<file path="config.mk">
export PLATFORM = sky130hd
export DESIGN_NAME = pio_in_debounce
export DESIGN_NICKNAME = d
export VERILOG_FILES = /design/src/rtl/pio_in_debounce.sv
export SDC_FILE = /design/constraint.sdc
export NUM_CORES = 1
export LEC_CHECK = 0
export BUFFER_PORTS_ARGS = -buffer_cell sky130_fd_sc_hd__buf_2
export CAP_MARGIN = 15
export CORE_AREA = 2 2 256 258
export DETAILED_ROUTE_END_ITERATION = 6
export DIE_AREA = 0 0 258 260
export SYNTH_ARGS = -nofsm -noshare
export SYNTH_HDL_FRONTEND = slang
export SYNTH_SLANG_ARGS = --single-unit
</file>
<file path="constraint.sdc">
create_clock -name clk -period 4.8 [get_ports clk]
set_input_delay 0.48 -clock clk [delete_from_list [all_inputs] [get_ports clk]]
set_output_delay 0.48 -clock clk [all_outputs]
set_load 0.01 [all_outputs]
</file>
<file path="src/rtl/pio_in_debounce.sv">
// Two-flop synchroniser plus per-bit debounce in front of the PIO input port.
// Optional glitch statistics are built when DEBOUNCE_GLITCH_CNT_EN is defined.
module pio_in_debounce #(
    parameter int               WIDTH          = 32,
    parameter int               TICK_DIV       = 50,
    parameter int               DEBOUNCE_TICKS = 1000,
    parameter int               CNT_W          = 16,
    parameter logic [WIDTH-1:0] RESET_VAL      = {WIDTH{1'b0}}
) (
    input  logic             clk,
    input  logic             reset_n,
    input  logic [WIDTH-1:0] raw_in,
    input  logic             en,
    output logic [WIDTH-1:0] db_out,
    output logic [WIDTH-1:0] changed
`ifdef DEBOUNCE_GLITCH_CNT_EN
    ,
    output logic [15:0]      glitch_cnt,
    input  logic             glitch_clr
`endif
);

    localparam int               PW         = (TICK_DIV > 1) ? $clog2(TICK_DIV) : 1;
    localparam logic [PW-1:0]    PRESC_LAST = PW'(TICK_DIV - 1);
    localparam logic [PW-1:0]    PRESC_ONE  = PW'(1);
    localparam logic [PW-1:0]    PRESC_ZERO = PW'(0);
    localparam logic [CNT_W-1:0] CNT_LAST   = CNT_W'(DEBOUNCE_TICKS - 1);
    localparam logic [CNT_W-1:0] CNT_ONE    = CNT_W'(1);
    localparam logic [CNT_W-1:0] CNT_ZERO   = CNT_W'(0);

    logic [WIDTH-1:0] s1_q;
    logic [WIDTH-1:0] s2_q;
    logic [PW-1:0]    presc_q;
    logic [PW-1:0]    presc_d;
    logic [CNT_W-1:0] cnt_q [WIDTH];
    logic [CNT_W-1:0] cnt_d [WIDTH];
    logic [WIDTH-1:0] db_q;
    logic [WIDTH-1:0] db_d;
    logic [WIDTH-1:0] chg_q;
    logic [WIDTH-1:0] chg_d;
    logic             tick_s;
    logic             glitch_any_s;

    // Shared sample-tick prescaler, parked at zero while disabled
    always_comb begin
        tick_s  = en && (presc_q == PRESC_LAST);
        presc_d = presc_q;
        if (!en) begin
            presc_d = PRESC_ZERO;
        end else if (tick_s) begin
            presc_d = PRESC_ZERO;
        end else begin
            presc_d = presc_q + PRESC_ONE;
        end
    end

    // Per-bit qualification: a level is accepted only after DEBOUNCE_TICKS
    // consecutive mismatching ticks; any return to the old level restarts it
    always_comb begin
        db_d         = db_q;
        chg_d        = {WIDTH{1'b0}};
        glitch_any_s = 1'b0;
        for (int i = 0; i < WIDTH; i++) begin
            cnt_d[i] = cnt_q[i];
            if (!en) begin
                cnt_d[i] = CNT_ZERO;
            end else if (s2_q[i] == db_q[i]) begin
                cnt_d[i] = CNT_ZERO;
                if (cnt_q[i] != CNT_ZERO) begin
                    glitch_any_s = 1'b1;
                end else begin
                    glitch_any_s = glitch_any_s;
                end
            end else if (tick_s && (cnt_q[i] == CNT_LAST)) begin
                db_d[i]  = s2_q[i];
                cnt_d[i] = CNT_ZERO;
                chg_d[i] = 1'b1;
            end else if (tick_s) begin
                cnt_d[i] = cnt_q[i] + CNT_ONE;
            end else begin
                cnt_d[i] = cnt_q[i];
            end
        end
    end

    // State registers: synchroniser, prescaler, counters, outputs
    always_ff @(posedge clk or negedge reset_n) begin
        if (!reset_n) begin
            s1_q    <= RESET_VAL;
            s2_q    <= RESET_VAL;
            presc_q <= PRESC_ZERO;
            db_q    <= RESET_VAL;
            chg_q   <= {WIDTH{1'b0}};
            for (int i = 0; i < WIDTH; i++) begin
                cnt_q[i] <= CNT_ZERO;
            end
        end else begin
            s1_q    <= raw_in;
            s2_q    <= s1_q;
            presc_q <= presc_d;
            db_q    <= db_d;
            chg_q   <= chg_d;
            for (int i = 0; i < WIDTH; i++) begin
                cnt_q[i] <= cnt_d[i];
            end
        end
    end

    assign db_out  = db_q;
    assign changed = chg_q;

`ifdef DEBOUNCE_GLITCH_CNT_EN
    logic [15:0] glitch_q;
    logic [15:0] glitch_d;

    // Saturating count of cycles that rejected at least one partial qualification
    always_comb begin
        glitch_d = glitch_q;
        if (glitch_clr) begin
            glitch_d = 16'h0000;
        end else if (glitch_any_s && (glitch_q != 16'hFFFF)) begin
            glitch_d = glitch_q + 16'h0001;
        end else begin
            glitch_d = glitch_q;
        end
    end

    // Glitch counter register
    always_ff @(posedge clk or negedge reset_n) begin
        if (!reset_n) begin
            glitch_q <= 16'h0000;
        end else begin
            glitch_q <= glitch_d;
        end
    end

    assign glitch_cnt = glitch_q;
`else
    logic unused_glitch_s;
    assign unused_glitch_s = glitch_any_s;
`endif

endmodule

</file>
-- Word level (Yosys, flattened, before mapping)
Index checks and enable logic that the tools add are counted.
- $add $sub $neg: 33
- multipliers: 0
- divide/modulo/power cells: 0
- order comparisons: 0
- eq/ne operators: 97
- shifts and indexed selects: 0
- multiplexer cells: 226
- bitwise gates (word level): 32
- reduce and logical (&&, ||, !) cells: 65
- operators by type and width (kind ; number):
    two-way mux 16 bit ; 128
    adder 16 x 1 -> 16 bit (second input constant) ; 32
    == test 16 x 10 -> 1 bit (second input constant) ; 32
    != test 4 x 1 -> 1 bit (second input constant) ; 32
    two-way mux 1 bit ; 96
    AND reduction 3 bit ; 32
    logical AND 1 bit ; 33
    == test 1 bit ; 32
    inverter 1 bit ; 32
    two-way mux 6 bit ; 2
    adder 6 x 1 -> 6 bit (second input constant) ; 1
    == test 6 bit (second input constant) ; 1
- bits in registers: 646
- latch bits: 0
- memory bits (writable): 0
- ROM bits: 0
- input bits: 35
- output and inout port bits: 64
- logic and storage cells: 521
- memories: 0

-- Longest topological paths before layout
Gate-level depths: netlist (run 1).
- depth after elaboration: 6
- mapped depth: 10
- mapped depth without buffers: 7

-- Worst setup path after synthesis (run 1)
No wires, ideal clock.
- path kind: register to register
- start point: register cnt_q[35] (netlist name)
- end point: register db_q[29] (netlist: db_out[29])
- setup time: 0.125 ns
- data arrival time: 2.233 ns
- required time: 4.675 ns
- setup slack: 2.442 ns
- stages on the path, launching flop included: 6
- path buffers: 1
- clock period less this slack: 2.358 ns
- path through: dfrtp_1 or4_1 or4_1 or4_1 buf_2 mux2_4
- longest elaborated chain between the ends: 3
- ends and longest elaborated chain (what ; line ; RTL):
    from (decl) ; 35 ; logic [CNT_W-1:0] cnt_q [WIDTH];
    from (signal, indexed assignment) ; 104 ; cnt_q[i] <= cnt_d[i];
    == test 16 x 10 -> 1 bit ; 74 ; end else if (tick_s && (cnt_q[i] == CNT_LAST)) begin
    logical AND 1 bit ; 74 ;
    AND reduction 3 bit (no source line) ; -- ;
    to (signal assigned) ; 92 ; db_q <= RESET_VAL;
    to (signal assigned) ; 101 ; db_q <= db_d;
    to (decl) ; 37 ; logic [WIDTH-1:0] db_q;
Every way passes these cells.
A chain may end at the register's enable or synchronous reset.

-- Worst setup path after layout (run 1)
- start point: register presc_q[1]
- end point: register cnt_q[47] (netlist name)
- longest elaborated chain between the ends: 6
- elaborated cells on any way between the ends: 7
- ends and longest elaborated chain (what ; line ; RTL):
    from (decl) ; 33 ; logic [PW-1:0] presc_q;
    from (signal assigned) ; 100 ; presc_q <= presc_d;
    == test 6 bit (*) ; 46 ; tick_s = en && (presc_q == PRESC_LAST);
    logical AND 1 bit (*) ; 46 ;
    logical AND 1 bit ; 74 ;
    two-way mux 16 bit ; 74 ;
    two-way mux 16 bit ; 67 ; end else if (s2_q[i] == db_q[i]) begin
    two-way mux 16 bit ; 65 ; if (!en) begin
Every way passes the cells marked *; elsewhere a longest branch is shown, timed or not.

==> run metrics, run 1 <==
outcome=finished, final reports clean; hold_buf cts=32; final worst path period share=approximately 67%; post-DP HPWL=44400 um; VDD IR max=approximately 0.00025 V; # DRC=0; die height=between 200 and 300 um; initial antenna violation count=1; post-synthesis cell type count=55; Post-DRT Antenna Nets=0; required time worst endpoint=approximately 5300 ps; Synth Net Count=approximately 3300; Resized cells post-CTS=0; maxcap violations=0; most numerous cell in the Yosys netlist=dfrtp_1; Final Hold Fails=0; largest net degree at the start of global routing=116; ys async rst share=100%; Comb power frac=3.0%; register area share after synthesis=51.9%; Tmin final=3220 ps; width of the chip=258 um; critical path capture point type=flop; CTS tree=built; crit path kind=flop to flop; Mapped Area=31200 sq um; vias post-DR=about 24000; clock power share=about half; max-slew violation count=0; Cell Pwr Density=331 nW/um^2; clk buf depth=3; initial core utilization=48.6%; max frequency=311 MHz; register bit total from synthesis=approximately 650; clock latency on the worst-skew pair=630 ps; First DRT Iteration DRCs=1654; Slew @ Worst Pin=1090 ps; CP max FO=25; Worst Setup Start Kind=flop; syn_area_per_cell=9.71 sq um; Synth top area share=51.9%; Setup Skew=21.0 ps; RSZ-0062 raised after global routing=false; Net Sw Power=0.00257 W; ys flop type=dfrtp_1; Clock transition at path regs=approximately 60 ps; P_leak=15.2 nW; I/O pin cnt=99; CTS Sinks=646; top cells by area, synth=dfrtp_1, xor2_1, nor2_1; final core utilization=55.3%; DR pass1 iterations=5; routability-driven placement congestion ratio=roughly 0.85; diode count=0; Total GRT Usage=20.7%; Yosys warnings=0; setup TNS=0 ps; area grow syn2layout=13.9%; max_slew headroom=27.1%; layout cells sized above 1=9.05%; Nets=around 3400; Worst EP arrival=3750 ps; Rows=93; Reg power frac=46.7%; final setup violation count=0; wire per inst=roughly 16 um; Synth Instances=about 3200; Port Buffers=98; H-tree levels=3; first-pass GRT wire length=117000 um; Hold Path Class=input pin to flop; clock tree root buffer cell=clkbuf_16; vias per cell=5.59; Pint=0.00919 W; EDFF count, synth=0; die area=67100 sq um; largest area contributor in the synthesized netlist=dfrtp_1; post-CTS setup buffers=0; synth cell count leaders=dfrtp_1, nor2_1, xor2_1; gr ovfl total=0; Routed WL=around 70000 um; Core ar.=roughly 64000 sq um; Switching Fraction=21.9%; number of CTS-inserted buffers=75; vias in the first global route=23400
==> flip-flops by register name, indices dropped and copies added, names as in the netlist <==
register  flops
s2_q         32
changed      32
cnt_q       512
presc_q       6
s1_q         32
db_out       32
==> layout by cell type, fill, tap and decap left out, types with 73 or more instances in the layout <==
cell       synthesis  layout
and3_1            84      84
buf_2              5      96
clkbuf_16          0      76
dfrtp_1          646     646
nand2_1          316     315
nand3_1          213     212
nand4_1          229     229
nor2_1           550     549
nor3_1            74      73
xnor2_1           90      90
xor2_1           356     356
==> cell families after synthesis <==
| logic type | count (synthesis) | synth area share, % |
|---|---|---|
| DFF | 646 | 51.9 |
| adders and majority gates | 34 | 1.37 |
| AOI/OAI and AO/OA | 176 | 3.65 |
| and+or+nand+nor | 1733 | 27.6 |
| buffers and inverters | 136 | 1.68 |
| xor gates and xnor gates | 446 | 12.5 |
| muxes | 36 | 1.30 |
==> area by class of cell <==
cell class / count / area [sq um]
fill: 5626 / 28600
clock inverter: 38 / 484
multi-input combinational: 2425 / 14500
clock buffer: 99 / 2110
tap: 855 / 1070
sequential: 646 / 16200
inverter: 22 / 82.6
timing repair buffer: 151 / 1070
==> worst max-delay path: stages, from the launching register on <==
cell and delay (ps):
dfrtp_1 390, inv_1 70, ha_1 300, inv_2 400
buf_4 330, o211ai_1 720, nand2_1 220, or4_1 520
a21oi_1 150
==> power by group through the flow <==
stage                     combinational (W)  sequential, W  clock (W)
after CTS                          0.000363        0.00549    0.00609
after global routing               0.000400        0.00549    0.00632
after floorplan                    0.000148        0.00559          0
final                              0.000350        0.00549    0.00592
after global placement             0.000336        0.00559          0
after detailed placement           0.000342        0.00559          0
==> through the flow <==
step | instances | hold WS (ps) | instance area [sq um] | setup slack (ps) | power (W)
2_1_floorplan | 3207 | 184 | 31200 | 2440 | 0.00574
3_3_place_gp | 4067 | 331 | 32600 | 1680 | 0.00593
3_5_place_dp | 4067 | 335 | 32600 | 1600 | 0.00593
4_1_cts | 4236 | 8.79 | 35500 | 1570 | 0.0119
5_1_grt | 4236 | 17.2 | 35500 | 1350 | 0.0122
6_report | 4236 | 33.0 | 35500 | 1580 | 0.0118
==> path summary, 6_finish.rpt <==
kind	cells after the start	to	slack, ps	startpoint
setup / recovery	8	cnt_q[47]$_DFFE_PN0P_	1580	presc_q[1]$_DFF_PN0_
hold / removal	1	s1_q[7]$_DFF_PN0_	30	raw_in[7]
setup reg to reg	8	cnt_q[47]$_DFFE_PN0P_	1580	presc_q[1]$_DFF_PN0_
hold reg to reg	0	s2_q[31]$_DFF_PN0_	350	s1_q[31]$_DFF_PN0_
max in group asynchronous	3	cnt_q[41]$_DFFE_PN0P_	3220	reset_n
min in group asynchronous	2	cnt_q[502]$_DFFE_PN0P_	460	reset_n
==> routing by layer <==
layer	global-route usage (%)	routed length [um]
met2	33.2	31900
met5	0	0
met3	3.61	2840
met1	28.9	31900
met4	5.97	1550
Note: power is estimated with default switching activity, not from simulation.
==> run 2: changes to the inputs <==
==> constraint.sdc (replaced) <==
create_clock -name clk -period 3.3 [get_ports clk]
set_input_delay 0.33 -clock clk [delete_from_list [all_inputs] [get_ports clk]]
set_output_delay 0.33 -clock clk [all_outputs]
set_load 0.01 [all_outputs]
==> run 2 against run 1 <==
Final cell count is 0.38% higher. Worst hold slack improved by 110 ps. Die area unchanged. Maximum frequency increased by 13%. First-iteration DRC count increased by 11%. Design area hardly changed. Critical path type unchanged. Largest power group unchanged.
==> run metrics, run 2 (synthesis results as in run 1) <==
Rows=93; most frequent cells in the layout=dfrtp_1, nor2_1, xor2_1; reg2reg path depth=8; CTS tree=built; WHS Path Cells=3; CP Cell Sequence=inv_1 > ha_1 > inv_2 > nor3_2 > buf_4 > nand4_1 > nand3_1 > o22ai_1; clock tree root buffer cell=clkbuf_16; setup TNS=0 ps; max frequency=351 MHz; I/O pin cnt=99; Routed WL=70400 um; initial antenna violation count=0; crit path kind=flop to flop; flip-flop count of the largest register after layout=512; outcome=finished, final reports clean; diode count=0; H-tree levels=3; Top delay family on crit path=simple AND/OR/NAND/NOR gates; Worst EP arrival=3300 ps; cell with the largest stage delay on the worst path=nand3_1; number of CTS-inserted buffers=72; final non-filler cell area=35500 sq um; Core ar.=64100 sq um; width of the chip=258 um; largest net degree at the start of global routing=92; final worst path period share=86.3%; layout cells sized above 1=9.30%; Setup Skew=22.3 ps; Nets=3420; reg-to-reg endpoint=cnt_q[272]$_DFFE_PN0P_; Filler Cell Count=5633; Fin Hold WS=146 ps; FF/Latch Area=16200 sq um; Clock transition at path regs=60 ps; clock latency on the worst-skew pair=approximately 600 ps; Worst Hold End=changed[23]$_DFF_PN0_; VDD IR max=a little over 0.0003 V; DR pass1 iterations=5; Comb power frac=3.2%; Top reg by flops=cnt_q; Total GRT Usage=21.3%; RSZ-0062 raised after global routing=false; Post-DRT Antenna Nets=0; initial core utilization=48.6%; die height=260 um; Worst Setup Start Kind=flop; Crit path largest cell delay=530 ps; die area=67100 sq um; commonest non-fill, non-tap cell in the layout=dfrtp_1; WP buf/inv=3; clk buf depth=3; max_slew headroom=46.7%; Multi-input gate area=roughly 15000 sq um; final setup violation count=0; area grow syn2layout=13.9%; gr ovfl total=0; CP max FO=18; Pint=0.0130 W; P_leak=15.2 nW; Cell Pwr Density=467 nW/um^2; Hold Path Class=input pin to flop; min-delay src=en; # DRC=0; Final Hold Fails=0; Reg power frac=between 40% and 50%; clock power share=48.6%; CTS Sinks=between 600 and 700; worst r2r src=presc_q[1]$_DFF_PN0_; max-slew violation count=0; critical path capture point type=flop; vias in the first global route=24000; flop-to-flop setup slack=450 ps; Switching Fraction=~22%; placed instance area=32800 sq um; vias per cell=between 5 and 6; post-DP HPWL=46000 um; Net Sw Power=0.00359 W; maxcap violations=0; routability-driven placement congestion ratio=0.834; Port Buffers=98; vias post-DR=23900; Slew @ Worst Pin=799 ps; first-pass GRT wire length=119000 um; First DRT Iteration DRCs=~1800; Tmin final=2850 ps; wire per inst=about 17 um; required time worst endpoint=around 3800 ps
## run 2: cell count changes in the layout (fill, tap and decap cells not counted)
cell,before,now
buf_4,15,47
clkinv_2,17,10
clkbuf_1,11,16
inv_6,5,0
clkbuf_16,76,73
bufinv_16,10,8
clkinvlp_4,4,2
clkbuf_8,12,11
clkinv_4,1,0
clkinv_8,1,0
dlygate4sd3_1,32,33
## run 2: worst register-to-register path: cells and delay by family, from the launching register on
family | cells | cell delay (ps)
buf+inv | 3 | 780
simple gates | 3 | 1080
flops | 1 | 400
fa+ha+maj | 1 | 310
compound gates | 1 | 140
## run 2: layout make-up
cell class | count | share of cell area [%]
clock buffers | 100 | 5.74
inverters | 22 | 0.233
multi-input cells | 2425 | 40.9
repair buffers | 184 | 3.72
well taps | 855 | 3.01
flip-flops and latches | 646 | 45.6
clock inverters | 20 | 0.860
## run 2: power by group through the flow
stage                     registers [W]  logic, W  clock network (W)
final                           0.00799  0.000536            0.00806
after floorplan                 0.00813  0.000216                  0
after global routing            0.00799  0.000610            0.00863
after detailed placement        0.00814  0.000520                  0
after CTS                       0.00799  0.000553            0.00829
after global placement          0.00813  0.000510                  0
## run 2: through the flow
stage	util, %	instances	setup slack, ps	power, W
3_5_place_dp	51.2	4098	424	0.00866
4_1_cts	55.3	4251	409	0.0168
5_1_grt	55.3	4252	129	0.0172
6_report	55.3	4252	453	0.0166
2_1_floorplan	-	3207	942	0.00834
3_3_place_gp	51.2	4098	566	0.00864
## run 2: repair_timing
item | 4_1_cts | 5_1_grt
resized for setup | 0 | 0
hold endpoints to repair | 107 | 0
buffers inserted | 0 | 0
hold buffers | 33 | 0
## run 2: worst max path at each step
stage	start	cells after the start	slack [ps]	end
floorplan	cnt_q[35]$_DFFE_PN0P_	5	940	db_out[29]$_DFFE_PN0P_
global placement	presc_q[3]$_DFF_PN0_	6	570	cnt_q[151]$_DFFE_PN0P_
detailed placement	presc_q[1]$_DFF_PN0_	8	420	cnt_q[272]$_DFFE_PN0P_
CTS	presc_q[1]$_DFF_PN0_	8	410	cnt_q[272]$_DFFE_PN0P_
global route	presc_q[1]$_DFF_PN0_	8	130	cnt_q[272]$_DFFE_PN0P_
finish	presc_q[1]$_DFF_PN0_	8	450	cnt_q[272]$_DFFE_PN0P_
## run 2: metal layers
metal	vias up	track usage, %	share of wire (%)	routed length (um)
li1	11500	-	-	-
met1	11900	28.8	46	32500
met2	445	35.4	47	33300
met3	98	3.17	4.4	3110
met4	0	6.89	2.2	1540
met5	-	0	0	0
